File: src/rtl/mem_port_arbiter.sv
// Single memory port shared by instruction fetch and data access: data has priority,
// a starvation guard forces a fetch grant, and at most one transaction is outstanding.
module mem_port_arbiter #(
  parameter int ADDR_W     = 24,
  parameter int DATA_W     = 24,
  parameter int STARVE_MAX = 3
) (
  input  logic              iw_clk,
  input  logic              iw_rst,
  input  logic              iw_if_req,
  input  logic [ADDR_W-1:0] iw_if_addr,
  output logic              ow_if_ack,
  output logic [DATA_W-1:0] ow_if_rdata,
  output logic              ow_if_stall,
  input  logic              iw_da_req,
  input  logic              iw_da_we,
  input  logic [ADDR_W-1:0] iw_da_addr,
  input  logic [DATA_W-1:0] iw_da_wdata,
  output logic              ow_da_ack,
  output logic [DATA_W-1:0] ow_da_rdata,
  output logic              ow_da_stall,
  output logic              ow_mem_req,
  output logic              ow_mem_we,
  output logic [ADDR_W-1:0] ow_mem_addr,
  output logic [DATA_W-1:0] ow_mem_wdata,
  input  logic              iw_mem_rvalid,
  input  logic [DATA_W-1:0] iw_mem_rdata
);

  localparam int CNT_W = $clog2(STARVE_MAX + 1);

  typedef enum logic [1:0] {
    IDLE    = 2'd0,
    BUSY_DA = 2'd1,
    BUSY_IF = 2'd2
  } state_t;

  state_t              state_q, state_d;
  logic [CNT_W-1:0]    starve_cnt_q, starve_cnt_d;
  logic                mem_req_q, mem_req_d;
  logic                mem_we_q, mem_we_d;
  logic [ADDR_W-1:0]   mem_addr_q, mem_addr_d;
  logic [DATA_W-1:0]   mem_wdata_q, mem_wdata_d;
  logic                if_ack_q, if_ack_d;
  logic                da_ack_q, da_ack_d;
  logic [DATA_W-1:0]   if_rdata_q, if_rdata_d;
  logic [DATA_W-1:0]   da_rdata_q, da_rdata_d;

  logic if_elig, da_elig, starve_hit, grant_da, grant_if;

  always_comb begin
    state_d      = state_q;
    starve_cnt_d = starve_cnt_q;
    mem_req_d    = 1'b0;
    mem_we_d     = mem_we_q;
    mem_addr_d   = mem_addr_q;
    mem_wdata_d  = mem_wdata_q;
    if_ack_d     = 1'b0;
    da_ack_d     = 1'b0;
    if_rdata_d   = if_rdata_q;
    da_rdata_d   = da_rdata_q;
    grant_da     = 1'b0;
    grant_if     = 1'b0;

    // A requester is never re-granted in the cycle its ack is showing.
    if_elig    = iw_if_req & ~if_ack_q;
    da_elig    = iw_da_req & ~da_ack_q;
    starve_hit = (starve_cnt_q == CNT_W'(STARVE_MAX));

    case (state_q)
      IDLE: begin
        if (da_elig && !(if_elig && starve_hit)) grant_da = 1'b1;
        else if (if_elig)                        grant_if = 1'b1;
      end
      BUSY_DA: begin
        if (iw_mem_rvalid) begin
          state_d  = IDLE;
          da_ack_d = 1'b1;
          if (!mem_we_q) da_rdata_d = iw_mem_rdata;
        end
      end
      BUSY_IF: begin
        if (iw_mem_rvalid) begin
          state_d    = IDLE;
          if_ack_d   = 1'b1;
          if_rdata_d = iw_mem_rdata;
        end
      end
      default: state_d = IDLE;
    endcase

    if (grant_da) begin
      state_d     = BUSY_DA;
      mem_req_d   = 1'b1;
      mem_we_d    = iw_da_we;
      mem_addr_d  = iw_da_addr;
      mem_wdata_d = iw_da_wdata;
    end else if (grant_if) begin
      state_d     = BUSY_IF;
      mem_req_d   = 1'b1;
      mem_we_d    = 1'b0;
      mem_addr_d  = iw_if_addr;
      mem_wdata_d = '0;
    end

    if (!iw_if_req || grant_if)      starve_cnt_d = '0;
    else if (grant_da && !starve_hit) starve_cnt_d = starve_cnt_q + CNT_W'(1);
  end

  always_ff @(posedge iw_clk or posedge iw_rst) begin
    if (iw_rst) begin
      state_q      <= IDLE;
      starve_cnt_q <= '0;
      mem_req_q    <= 1'b0;
      mem_we_q     <= 1'b0;
      mem_addr_q   <= '0;
      mem_wdata_q  <= '0;
      if_ack_q     <= 1'b0;
      da_ack_q     <= 1'b0;
      if_rdata_q   <= '0;
      da_rdata_q   <= '0;
    end else begin
      state_q      <= state_d;
      starve_cnt_q <= starve_cnt_d;
      mem_req_q    <= mem_req_d;
      mem_we_q     <= mem_we_d;
      mem_addr_q   <= mem_addr_d;
      mem_wdata_q  <= mem_wdata_d;
      if_ack_q     <= if_ack_d;
      da_ack_q     <= da_ack_d;
      if_rdata_q   <= if_rdata_d;
      da_rdata_q   <= da_rdata_d;
    end
  end

  assign ow_mem_req   = mem_req_q;
  assign ow_mem_we    = mem_we_q;
  assign ow_mem_addr  = mem_addr_q;
  assign ow_mem_wdata = mem_wdata_q;
  assign ow_if_ack    = if_ack_q;
  assign ow_if_rdata  = if_rdata_q;
  assign ow_da_ack    = da_ack_q;
  assign ow_da_rdata  = da_rdata_q;
  // Stalls are held low during reset so every output reads 0 while iw_rst is high.
  assign ow_if_stall  = iw_if_req & ~if_ack_q & ~iw_rst;
  assign ow_da_stall  = iw_da_req & ~da_ack_q & ~iw_rst;

endmodule

File: config.mk
export PLATFORM = sky130hd
export DESIGN_NAME = mem_port_arbiter
export DESIGN_NICKNAME = d
export VERILOG_FILES = /design/src/rtl/mem_port_arbiter.sv
export SDC_FILE = /design/constraint.sdc
export NUM_CORES = 1
export LEC_CHECK = 0
export ABC_AREA = 0
export CORE_ASPECT_RATIO = 0.75
export CORE_UTILIZATION = 36
export DETAILED_ROUTE_END_ITERATION = 8
export HOLD_SLACK_MARGIN = 0.06
export PLACE_DENSITY = 0.81
export SETUP_SLACK_MARGIN = 0.02
export SYNTH_ARGS = -nofsm -noshare
export SYNTH_HDL_FRONTEND = slang
export SYNTH_SLANG_ARGS = --single-unit
File: constraint.sdc
create_clock -name iw_clk -period 3.5 [get_ports iw_clk]
set_input_delay 0.525 -clock iw_clk [delete_from_list [all_inputs] [get_ports iw_clk]]
set_output_delay 0.525 -clock iw_clk [all_outputs]
set_load 0.02 [all_outputs]
# Word level (Yosys, flattened, before mapping)
# Cells that the tools add are included.
# classes
reduce_logical	14
add_sub_neg	1
bitwise_logic	8
eq_ne	5
muxes	22
# ops
op	count
$mux 24	4
$mux 1	12
$mux 2	5
$and 1x1->1	4
$eq 2x2->1 const B	2
$ne 4x1->1 const B	1
$not 1->1	4
$pmux 2 s2	1
$reduce_and 2->1	2
$reduce_bool 2->1	2
$logic_and 1x1->1	3
$logic_not 1->1	3
$ne 3x3->1 const B	1
$reduce_and 3->1	1
$add 2x1->2 const B	1
$eq 2x1->1 const B	1
$logic_not 2->1	1
$reduce_or 2->1	1
$logic_or 1x1->1	1
# word_totals
wordCells	60
register_bits	104
inputBits	102

# Depth between registers and ports, before layout
# Gate-level depths: netlist (run 1).
# depth
word_depth	10
ltp_mapped	7
mapped_depth_nobuf	5

# Worst setup path after synthesis (run 1)
# No wires, ideal clock.
# synth_path
kind	input port to output port
start	input port iw_rst
end	output port ow_if_stall
t_arrival_ns	3.142
slack_ns	-0.167
path_stages	2
cell_sequence	inv_1 and2_1
# synth_via
elab_chain_len	2
# synth_rtl
item	line_no	text
start: declaration	9	input logic iw_rst,
$not 1->1	145	assign ow_if_stall = iw_if_req & ~if_ack_q & ~iw_rst;
$and 1x1->1	145	
end: declaration	14	output logic ow_if_stall,
# No other way between the ends.

# Worst setup path in the final report (run 1)
# layout_path
start	input port iw_if_req
end	output port ow_if_stall
# layout_via
elab_chain_len	2
# layout_rtl
item	line_no	text
start: declaration	10	input logic iw_if_req,
$and 1x1->1 (2 in a row)	145	
# No other way between the ends.

==> results of run 1 <==
-- power by group through the flow --
| stage | registers, mW | clock network [mW] | logic, mW |
|---|---|---|---|
| floorplan | 2.81 | 0 | 1.03 |
| detailed placement | 2.14 | 0 | 3.25 |
| global placement | 2.12 | 0 | 3.16 |
| global route | 2.20 | 1.10 | 3.40 |
| CTS | 2.13 | 1.06 | 3.25 |
| finish | 2.12 | 1.03 | 3.22 |
-- worst max-delay path by stage --
stage                       end  slack [ns]
finish              ow_if_stall        0.81
global route        ow_if_stall        0.79
CTS                 ow_if_stall        0.82
detailed placement  ow_if_stall        0.82
global placement    ow_if_stall        0.85
floorplan           ow_if_stall        0.48
-- metrics by stage --
stage               hold slack [ns]  setup slack, ns  instance area (um^2)
floorplan                     0.509            0.481                  4120
global placement              0.486            0.849                  6270
detailed placement            0.492            0.820                  6270
CTS                           0.509            0.818                  6580
global route                  0.522            0.787                  6580
finish                        0.504            0.814                  6580
-- layer usage --
layer,up-vias,GRT usage
li1,1430,-
met1,1573,0.215
met2,144,0.296
met3,16,0.0669
met4,0,0.0528
met5,-,0
-- cell families after synthesis --
kind of cell	count (synthesis)
AO/OA/AOI/OAI	54
XOR/XNOR	1
adder cells (fa/ha/maj)	4
buffers and inverters	27
flip-flops	104
multiplexers	49
AND/OR/NAND/NOR	37
-- state kept, by name, indices dropped and copies added, names as in the netlist, 2 cells and up --
signal / flops
ow_da_rdata: 24
ow_if_rdata: 24
ow_mem_addr: 24
ow_mem_wdata: 24
starve_cnt_q: 2
state_q: 2
-- layout make-up --
class	instances	area, um^2	area share
flip-flops and latches	104	2600	0.395
clock buffers	10	239	0.0363
repair buffers	210	2100	0.319
multi-input cells	145	1360	0.207
diodes	1	2.50	0.000380
inverters	7	30.0	0.00456
clock inverters	6	72.6	0.0110
well taps	140	175	0.0266
-- worst max-delay path, cell delays in order --
cell,delay [ns]
clkdlybuf4s50_1,0.53
nor2b_1,0.31
and2_1,0.19
clkdlybuf4s50_1,0.61
-- placed cells by master (no fill, tap or decap), drive strengths merged --
master / synthesis / layout
dfrtp: 104 / 104
bufinv: 0 / 1
nor3: 1 / 1
and4bb: 1 / 1
o311a: 1 / 1
nand2: 1 / 1
and2: 3 / 3
o21ai: 1 / 1
a221o: 24 / 24
inv: 7 / 9
buf: 14 / 7
nand2b: 1 / 1
xnor2: 1 / 1
a31o: 2 / 2
mux2i: 1 / 1
clkbuf: 6 / 10
nor2b: 2 / 2
clkinv: 0 / 2
nand3b: 1 / 1
diode: 0 / 1
clkdlybuf4s50: 0 / 203
nor3b: 2 / 2
clkinvlp: 0 / 1
mux2: 48 / 48
a21o: 1 / 1
and3: 24 / 24
ha: 4 / 4
a22o: 25 / 25
and3b: 1 / 1
==> qor.yml, run 1 <==
synthXorXnorAreaFrac: 0.00213
dp_cells: 606
numCtsBuffers: 9
syn-instance-count: 276
synth_seq_area_share: 0.632
dr.pass1.iters: 6
yosysMostFrequentCell: "dfrtp_1"
grt_max_degree: 75
cp_data_arrival_time_ns: 2.16
chipWidth_um: 125
place.port_buffers: 203
drt_wl_total_um: 10500
pwr-share-clk: 0.162
met3WireLength_um: 872
hold_start: "ow_if_rdata[15]"
drt-initial-drc-count: 94
r2r-end: "ow_mem_wdata[4]"
synth_edf_count: 0
dieArea_um2: 11900
finalClockSkew_ns: 0.00682
grt_pass1_wl_um: 16300
highest_layer: "met4"
clock_latency_ns: 0.34
hold_class: "reg2reg"
synth_compound_area_frac: 0.122
yosys.area_share.adder: 0.0122
cts_sinks: 104
p_int_mw: 4.09
yosys.area_share.simple: 0.0593
seqPwrFrac: 0.333
core_um2: 11000
grt_usage: 0.177
power.density_nw_per_um2: 968
cap_viol_max_count: 0
outcome: "complete, but fails checks"
startpoint: "iw_if_req"
fin_nets: 583
initial_core_util: 0.373
ys_ff_latch: 104
slew_headroom: 0.355
muxShareOfSynthArea: 0.134
antenna_found_initial: 1
postSynth.asyncResetShare: 1.00
syn_area_per_cell_um2: 14.9
worst_setup_path_start_kind: "input port"
worst_slew_pin_slew_ns: 0.968
drc: 24
synth_top_flop_cell: "dfrtp_1"
period_minus_slack_ns: 2.69
cts_resized: 0
vdd_drop_max_uv: 429
clkTransAtPathRegs_ns: 0.07
cp.required_ns: 2.97
setup_viol: 0
vias: 3163
rrSetupSlack_ns: 1.22
drive_gt1_frac: 0.160
vias_per_cell: 5.08
rsz0062_at_grt: "no"
crit_path_end_kind: "output pin"
hold_end: "ow_if_rdata[15]"
utilization: 0.597
dieHeight_um: 94.6
combPwrFrac: 0.505
stdcell_count: 623
reg2regPathDepth: 5
worstSetupPathType: "in2out"
synthTopCellsByArea: "dfrtp_1 63%, mux2_2 13%, a221o_1 5.8%"
met2_wirelength_um: 5030
dp_hpwl_um: 7570
syn-cell-area_um2: 4120
violations: "design-rule violations"
cts_setup_buffers: 0
finalHoldViolCount: 0
root_buffer: "clkbuf_16"
n_fill_cell: 872
power_mw: 6.37
wl_met1_um: 4420
hold_buffers: 0
synth_top_cell_by_area: "dfrtp_1"
p_sw_frac: 0.358
gp_congestion: 0.753
p_switching_mw: 2.28
area_delta_synth_final_pct: 59.9
synth_top_area_frac: 0.632
finalSetupTns_ns: 0
cts_buffer_depth: 2
synth_common_cells: "104 x dfrtp_1, 48 x mux2_2, 25 x a22o_1"
ys_types: 26
ant_nets: 0
synth_nets: 382
crit_path_max_fanout: 4
yosysWarnings: 0
cts.htree.levels: 3
fp-row-count: 33
cellLeakagePower_nw: 2.89
whs_path_depth: 1
tritoncts: "done"
wire_per_inst_um: 16.8
overflow: 0
slew_viol_final: 0
synth_top_family_by_area: "multiplexers"
grt_pass1_vias: 3294
io_pins: 204
fin_crit_sh: 0.767
timing.rr.start: "state_q[0]"
max_freq_mhz: 372
(Power assumes the default switching activity.)
==> inputs of run 2 (changes only) <==
CORE_UTILIZATION = 40   (was 36)
PLACE_DENSITY = 0.85   (was 0.81)
clock period = 2.8 ns   (was 3.5 ns; I/O delays follow)
==> run 2 against run 1 <==
The flow now finishes without violations. Via count fell by 1.1%. Die area fell by 9.8%. Power rose by 25%. Largest cell class unchanged.
==> qor.yml, run 2 (synthesized netlist as in run 1, its figures left out) <==
period_minus_slack_ns: 2.46
path_cells: "clkdlybuf4s50_1 > nor2b_1 > and2_1 > clkdlybuf4s50_1"
dr.pass1.iters: 5  # -1
cts_resized: 0  # unchanged
tritoncts: "done"
area_delta_synth_final_pct: 59.5
dp_cells: 599  # -1.2%
path_common_cell: "clkdlybuf4s50_1"
cts_buffer_depth: 2  # unchanged
numCtsBuffers: 9  # unchanged
ant_nets: 0  # unchanged
vdd_drop_max_uv: 513  # +20%
drc: 0  # -100%
max_freq_mhz: 407
wire_per_inst_um: 17.0  # +1.1%
overflow: 0  # unchanged
cp_data_arrival_time_ns: 2.04  # -0.12 ns
finalHoldViolCount: 0  # unchanged
crit_family: "buffers and inverters"
fin_nets: 584  # +0.17%
slew_viol_final: 0  # unchanged
grt_pass1_vias: 3312  # +0.55%
io_pins: 204  # unchanged
vias: 3129  # -1.1%
drt_wl_total_um: 10400  # -0.33%
final_cell_mix: "203 x clkdlybuf4s50_1, 104 x dfrtp_1, 48 x mux2_2"
place.port_buffers: 203  # unchanged
crit_path_end_kind: "output pin"
worst-path-buf-inv: 2  # unchanged
slowest_stage: "clkdlybuf4s50_1"
place_ws_ns: 0.348  # -0.472 ns
setup_slack_ns: 0.344  # -0.470 ns
drt-initial-drc-count: 155  # +65%
clock_latency_ns: 0.33  # about the same
root_buffer: "clkbuf_16"
n_antenna_cell: 0  # -1
grt_pass1_wl_um: 16800  # +2.9%
worst_slew_pin_slew_ns: 0.907  # -0.0610 ns
cts.htree.levels: 3  # unchanged
dp_hpwl_um: 7470  # -1.4%
fp-row-count: 31  # -6.1%
final_common_cell: "clkdlybuf4s50_1"
worstSetupPathType: "in2out"
finalClockSkew_ns: 0.00946  # +0.00264 ns
utilization: 0.669  # +0.0718
fin_crit_sh: 0.877
grt_usage: 0.201  # +0.0234
cp.required_ns: 2.38  # -0.59 ns
finalSetupTns_ns: 0  # unchanged
clkTransAtPathRegs_ns: 0.06  # about the same
cts_setup_buffers: 0  # unchanged
hold_buffers: 0  # unchanged
stdcell_count: 614  # -1.4%
drive_gt1_frac: 0.158  # -0.00207
gp_congestion: 0.747  # -0.77%
slew_headroom: 0.396  # +0.0407
core_um2: 9810  # -11%
setup_viol: 0  # unchanged
antenna_found_initial: 0  # -1
grt_max_degree: 76  # +1.3%
chipWidth_um: 119  # -5.0%
hold_class: "reg2reg"
initial_core_util: 0.419  # +0.0461
slowest_delay_ns: 0.60  # about the same
dieArea_um2: 10700  # -9.8%
cap_viol_max_count: 0  # unchanged
outcome: "finished, final reports clean"
cts_sinks: 104  # unchanged
rsz0062_at_grt: "no"
worst_setup_path_start_kind: "input port"
crit_path_max_fanout: 4  # unchanged
vias_per_cell: 5.10  # +0.38%
power_mw: 7.97  # +25%
power.density_nw_per_um2: 1210  # +25%
dieHeight_um: 89.9  # -5.0%
cellLeakagePower_nw: 2.89  # -0.22%
==> run 2: changes by cell type in the layout (fill, tap and decap cells not counted), sizes merged <==
| cell | previous run | this run |
|---|---|---|
| bufinv | 1 | 2 |
| buf | 7 | 8 |
| clkinvlp | 1 | 2 |
| inv | 9 | 7 |
| diode | 1 | 0 |
| clkinv | 2 | 1 |
==> run 2: area by class of cell <==
class	count	area (um^2)
inverters	7	30.0
multi-input cells	145	1360
fillers	718	3250
repair buffers	211	2090
flip-flops and latches	104	2600
well taps	132	165
clock buffers	10	229
clock inverters	5	81.3
==> run 2: metal layers <==
metal / vias up / part of all wire / GRT usage
li1: 1435 / - / -
met1: 1539 / 0.44 / 0.257
met2: 140 / 0.49 / 0.334
met3: 15 / 0.060 / 0.0533
met4: 0 / 0.016 / 0.0601
met5: - / 0 / 0
==> run 2: worst paths after layout <==
path	from	end	slack [ns]	depth (start not counted)
worst max-delay path	iw_if_req	ow_if_stall	0.34	4
worst min-delay path	ow_if_rdata[3]	ow_if_rdata[3]	0.50	1
worst max register to register	state_q[0]	ow_mem_wdata[13]	0.91	6
worst min register to register	ow_if_rdata[3]	ow_if_rdata[3]	0.50	1
max in group asynchronous	iw_rst	ow_da_ack	0.96	4
min in group asynchronous	iw_rst	ow_mem_addr[17]	0.60	3
==> run 2: power breakdown <==
part | internal, mW | switching, mW | total [mW]
registers | 2.25 | 0.422 | 2.67
clock network | 0.781 | 0.524 | 1.31
logic | 2.12 | 1.87 | 3.99
==> run 2: per-stage QoR <==
step	instance area, um^2	hold WS (ns)
detailed placement	6250	0.492
floorplan	4120	0.509
global placement	6250	0.486
finish	6560	0.505
CTS	6560	0.507
global route	6560	0.514
==> run 2: worst register-to-register path: cells and delay by family, from the launching register on <==
family	cells	cell delay (ns)
compound gates	1	0.20
fa+ha+maj	1	0.29
buf+inv	2	0.35
flops	1	0.40
simple gates	2	0.57
==> RTL change 1: new RTL, settings of run 2 <==
Re-encode `state_t` (3 states) as one-hot, 3 bits wide.
--- a/src/rtl/mem_port_arbiter.sv
+++ b/src/rtl/mem_port_arbiter.sv
@@ -29,10 +29,10 @@
 
   localparam int CNT_W = $clog2(STARVE_MAX + 1);
 
-  typedef enum logic [1:0] {
-    IDLE    = 2'd0,
-    BUSY_DA = 2'd1,
-    BUSY_IF = 2'd2
+  typedef enum logic [2:0] {
+    IDLE    = 3'b001,
+    BUSY_DA = 3'b010,
+    BUSY_IF = 3'b100
   } state_t;
 
   state_t              state_q, state_d;
Behaviour: no difference found for any inputs over 4 cycles, from zero or initial values and one cycle with iw_rst high; so few cycles prove little.
==> RTL change 1 against run 2 <==
Cell area rose by 1.8%; clock skew fell by 0.0043 ns; routed wire length rose by 3.8%; global-route usage rose by 0.68 points; synthesized area rose by 1.0%; sequential power fell by 2%; synthesized cell count rose by 1.1%; sequential cell count rose by 1; maximum frequency rose by 8.5%; die area rose by 1.0%; hold slack got worse by 0.0010 ns; total power fell by 4.2%; setup slack improved by 0.19 ns; critical endpoint is now ow_mem_wdata[11]; largest cell class unchanged; largest power group unchanged; highest routed layer unchanged.
==> RTL change 1: results (changes against run 2) <==
vdd_drop_max_uv: 581  # was 513 µV
leakagePower_nw: 2.82  # was 2.89 nW
routabilityCongestion: 0.790  # was 0.747
wl_per_cell_um: 17.5  # was 17.0 µm
synth_compound_area_share_pct: 12.5  # was 12.2%
reg2reg_slack_ns: 0.54  # was 0.91 ns
critPathCaptureType: "register"  # was primary output
drtIter0Drc: 173  # was 155
viasPerCell: 5.28  # was 5.10
cp.arrival_ns: 2.48  # was 2.04 ns
synth_common_cells: "dfrtp_1, mux2_2, a22o_1"  # unchanged
r2r-end: "ow_mem_wdata[11]"  # was ow_mem_wdata[13]
drive_above_1_share_pct: 16.6  # was 15.8%
nNetsFinal: 585  # was 584
hp-start: "ow_mem_wdata[21]"  # was ow_if_rdata[3]
synth_area_leaders: "dfrtp_1, mux2_2, a221o_1"  # unchanged
synth-xor-area-share_pct: 0  # was 0.213%
path_max_fanout: 30  # was 4
dr.pass1.iters: 4  # was 5
grt_pass1_wl_um: 17400  # was 16800 µm
yosysUniqueCellTypes: 28  # was 26
grt_usage_pct: 20.8  # was 20.1%
crit_start: "state_q[0]"  # was iw_if_req
dp_hpwl_um: 7850  # was 7470 µm
grt_pass1_vias: 3357  # was 3312
finClkSkew_ns: 0.00514  # was 0.00946 ns
status: "completed"  # unchanged
[RTL change 1: power breakdown]
| group | total, mW | internal, mW | switching (mW) |
|---|---|---|---|
| combinational | 3.78 | 1.98 | 1.80 |
| clock | 1.25 | 0.719 | 0.532 |
| sequential | 2.61 | 2.22 | 0.393 |
[RTL change 1: layout make-up]
class                   count  area (µm²)
well taps                 132         165
multi-input cells         152        1430
repair buffers            212        2140
clock inverters             6        67.6
fillers                   713        3210
flip-flops and latches    105        2630
inverters                   2        11.3
clock buffers              10         239
[RTL change 1: worst min path at each step]
stage | endpoint | depth (start not counted)
floorplan | starve_cnt_q[1] | 2
CTS | ow_if_rdata[13] | 1
finish | ow_mem_wdata[21] | 1
global placement | ow_if_rdata[4] | 1
global route | ow_mem_wdata[21] | 1
detailed placement | ow_mem_wdata[13] | 1
[RTL change 1: cell families (layout without fill, tap and decap cells)]
| logic type | after synthesis | count (layout) |
|---|---|---|
| buffers and inverters | 22 | 230 |
| AOI/OAI and AO/OA | 57 | 57 |
| and+or+nand+nor | 46 | 46 |
| adders and majority gates | 1 | 1 |
| DFF | 105 | 105 |
| muxes | 48 | 48 |
[RTL change 1: through the flow]
step | utilization (%) | setup slack, ns | hold slack (ns) | instance area [µm²] | cells
floorplan | - | 1.07 | 0.521 | 4160 | 279
global placement | 64.5 | 0.367 | 0.489 | 6370 | 603
detailed placement | 64.5 | 0.278 | 0.492 | 6370 | 603
CTS | 67.6 | 0.536 | 0.510 | 6680 | 619
global route | 67.6 | 0.439 | 0.523 | 6680 | 619
finish | 67.6 | 0.536 | 0.504 | 6680 | 619
[RTL change 1: worst max-delay path: stages (launching register included)]
cell and delay (ns):
dfstp_2 0.55, or3b_4 0.42, a21o_1 0.54, buf_4 0.38, a22o_1 0.26
[RTL change 1: metal layers]
layer,part of all wire [%],global-route usage [%],vias up
li1,-,-,1482
met1,43,27.7,1624
met2,48,33.6,145
met3,6.7,5.49,17
met4,1.5,5.52,0
met5,0,0,-
==> RTL change 2: new RTL, config.mk and constraints of run 2 <==
Made on the original files. Change the parameter `STARVE_MAX` from 3 to 6.
--- a/src/rtl/mem_port_arbiter.sv
+++ b/src/rtl/mem_port_arbiter.sv
@@ -3,7 +3,7 @@
 module mem_port_arbiter #(
   parameter int ADDR_W     = 24,
   parameter int DATA_W     = 24,
-  parameter int STARVE_MAX = 3
+  parameter int STARVE_MAX = 6
 ) (
   input  logic              iw_clk,
   input  logic              iw_rst,
Function: no difference found for any inputs over 4 cycles, from zero or initial values and one cycle with iw_rst high; that may be too few to reach the edited logic, so the function may still have changed.
==> RTL change 2 against run 2 <==
Synthesized cell count rose by 2.5%; synthesized area rose by 9.1%; critical path depth did not move; sequential cell count rose by 1; routed wire length rose by 5.2%; hold slack got worse by 0.0060 ns; non-clock buffer count did not move; setup slack improved by 0.044 ns; clock skew fell by 0.0030 ns; total power rose by 7.6%; combinational power rose by 13%; cell area rose by 6.5%; first-iteration DRC count fell by 36%; largest cell class unchanged.
==> RTL change 2: results (changes against run 2) <==
fillers: 798  # was 718
syn_nets: 390  # was 382
wl_met1_um: 4680  # was 4530 µm
route.met2.wl_um: 5480  # was 5100 µm
dp.cells: 619  # was 599
wl_per_cell_um: 17.3  # was 17.0 µm
dr.pass1.iters: 4  # was 5
place_area_mm2: 0.00666  # was 0.00625 mm²
final_core_util_pct: 63.9  # was 66.9%
dp_hpwl_um: 7900  # was 7470 µm
whs_ns: 0.499  # was 0.505 ns
status: "completed"  # unchanged
vias: 3121  # was 3129
place_ws_ns: 0.418  # was 0.348 ns
worstRegToRegCells: 5  # was 6
routabilityCongestion: 0.768  # was 0.747
r2r-end: "ow_mem_addr[15]"  # was ow_mem_wdata[13]
hold_end: "ow_mem_wdata[1]"  # was ow_if_rdata[3]
leakagePower_nw: 3.10  # was 2.89 nW
drtIter0Drc: 99  # was 155
ys_seq_area_share_pct: 58.5  # was 63.2%
synth_area_leaders: "dfrtp_1, mux2_2, mux2_4"  # was dfrtp_1, mux2_2, a221o_1
setup_slack_ns: 0.388  # was 0.344 ns
finClkSkew_ns: 0.00647  # was 0.00946 ns
grt_pass1_wl_um: 17900  # was 16800 µm
yosysUniqueCellTypes: 31  # was 26
avgSynthCellArea_um2: 15.9  # was 14.9 µm²
grt_use_met1_pct: 23.1  # was 25.7%
vdd_drop_max_uv: 661  # was 513 µV
rr_startpoint: "state_q[1]"  # was state_q[0]
met3_usage_pct: 6.09  # was 5.33%
synth_common_cells: "dfrtp_1, mux2_2, mux2_4"  # was dfrtp_1, mux2_2, a22o_1
grt_usage_pct: 19.5  # was 20.1%
met3_length_um: 712  # was 628 µm
viasPerCell: 4.91  # was 5.10
use_met2_pct: 34.5  # was 33.4%
hp-start: "ow_mem_wdata[1]"  # was ow_if_rdata[3]
-- RTL change 2: critical path: stages --
cell and delay, ns:
clkdlybuf4s50_1 0.61, nand2b_1 0.17, nor2_1 0.14, clkdlybuf4s50_1 0.64
-- RTL change 2: report_power, final --
| part | internal, mW | switching [mW] |
|---|---|---|
| combinational | 2.50 | 2.00 |
| clock | 0.819 | 0.568 |
| sequential | 2.27 | 0.413 |
| total | 5.59 | 2.98 |
-- RTL change 2: kinds of logic after synthesis --
group	count (synthesis)	share of synthesized area, %
buffers and inverters	22	3.26
multiplexers	94	26.5
AO/OA/AOI/OAI	38	7.32
flip-flops	105	58.5
AND/OR/NAND/NOR	19	3.06
adder cells (fa/ha/maj)	5	1.39
-- RTL change 2: layout make-up --
class                   instances  area share (%)
flip-flops and latches        105            37.6
well taps                     140            2.51
repair buffers                211            30.1
multi-input cells             156            24.6
clock buffers                  10            3.42
clock inverters                 6            1.38
inverters                       7           0.429
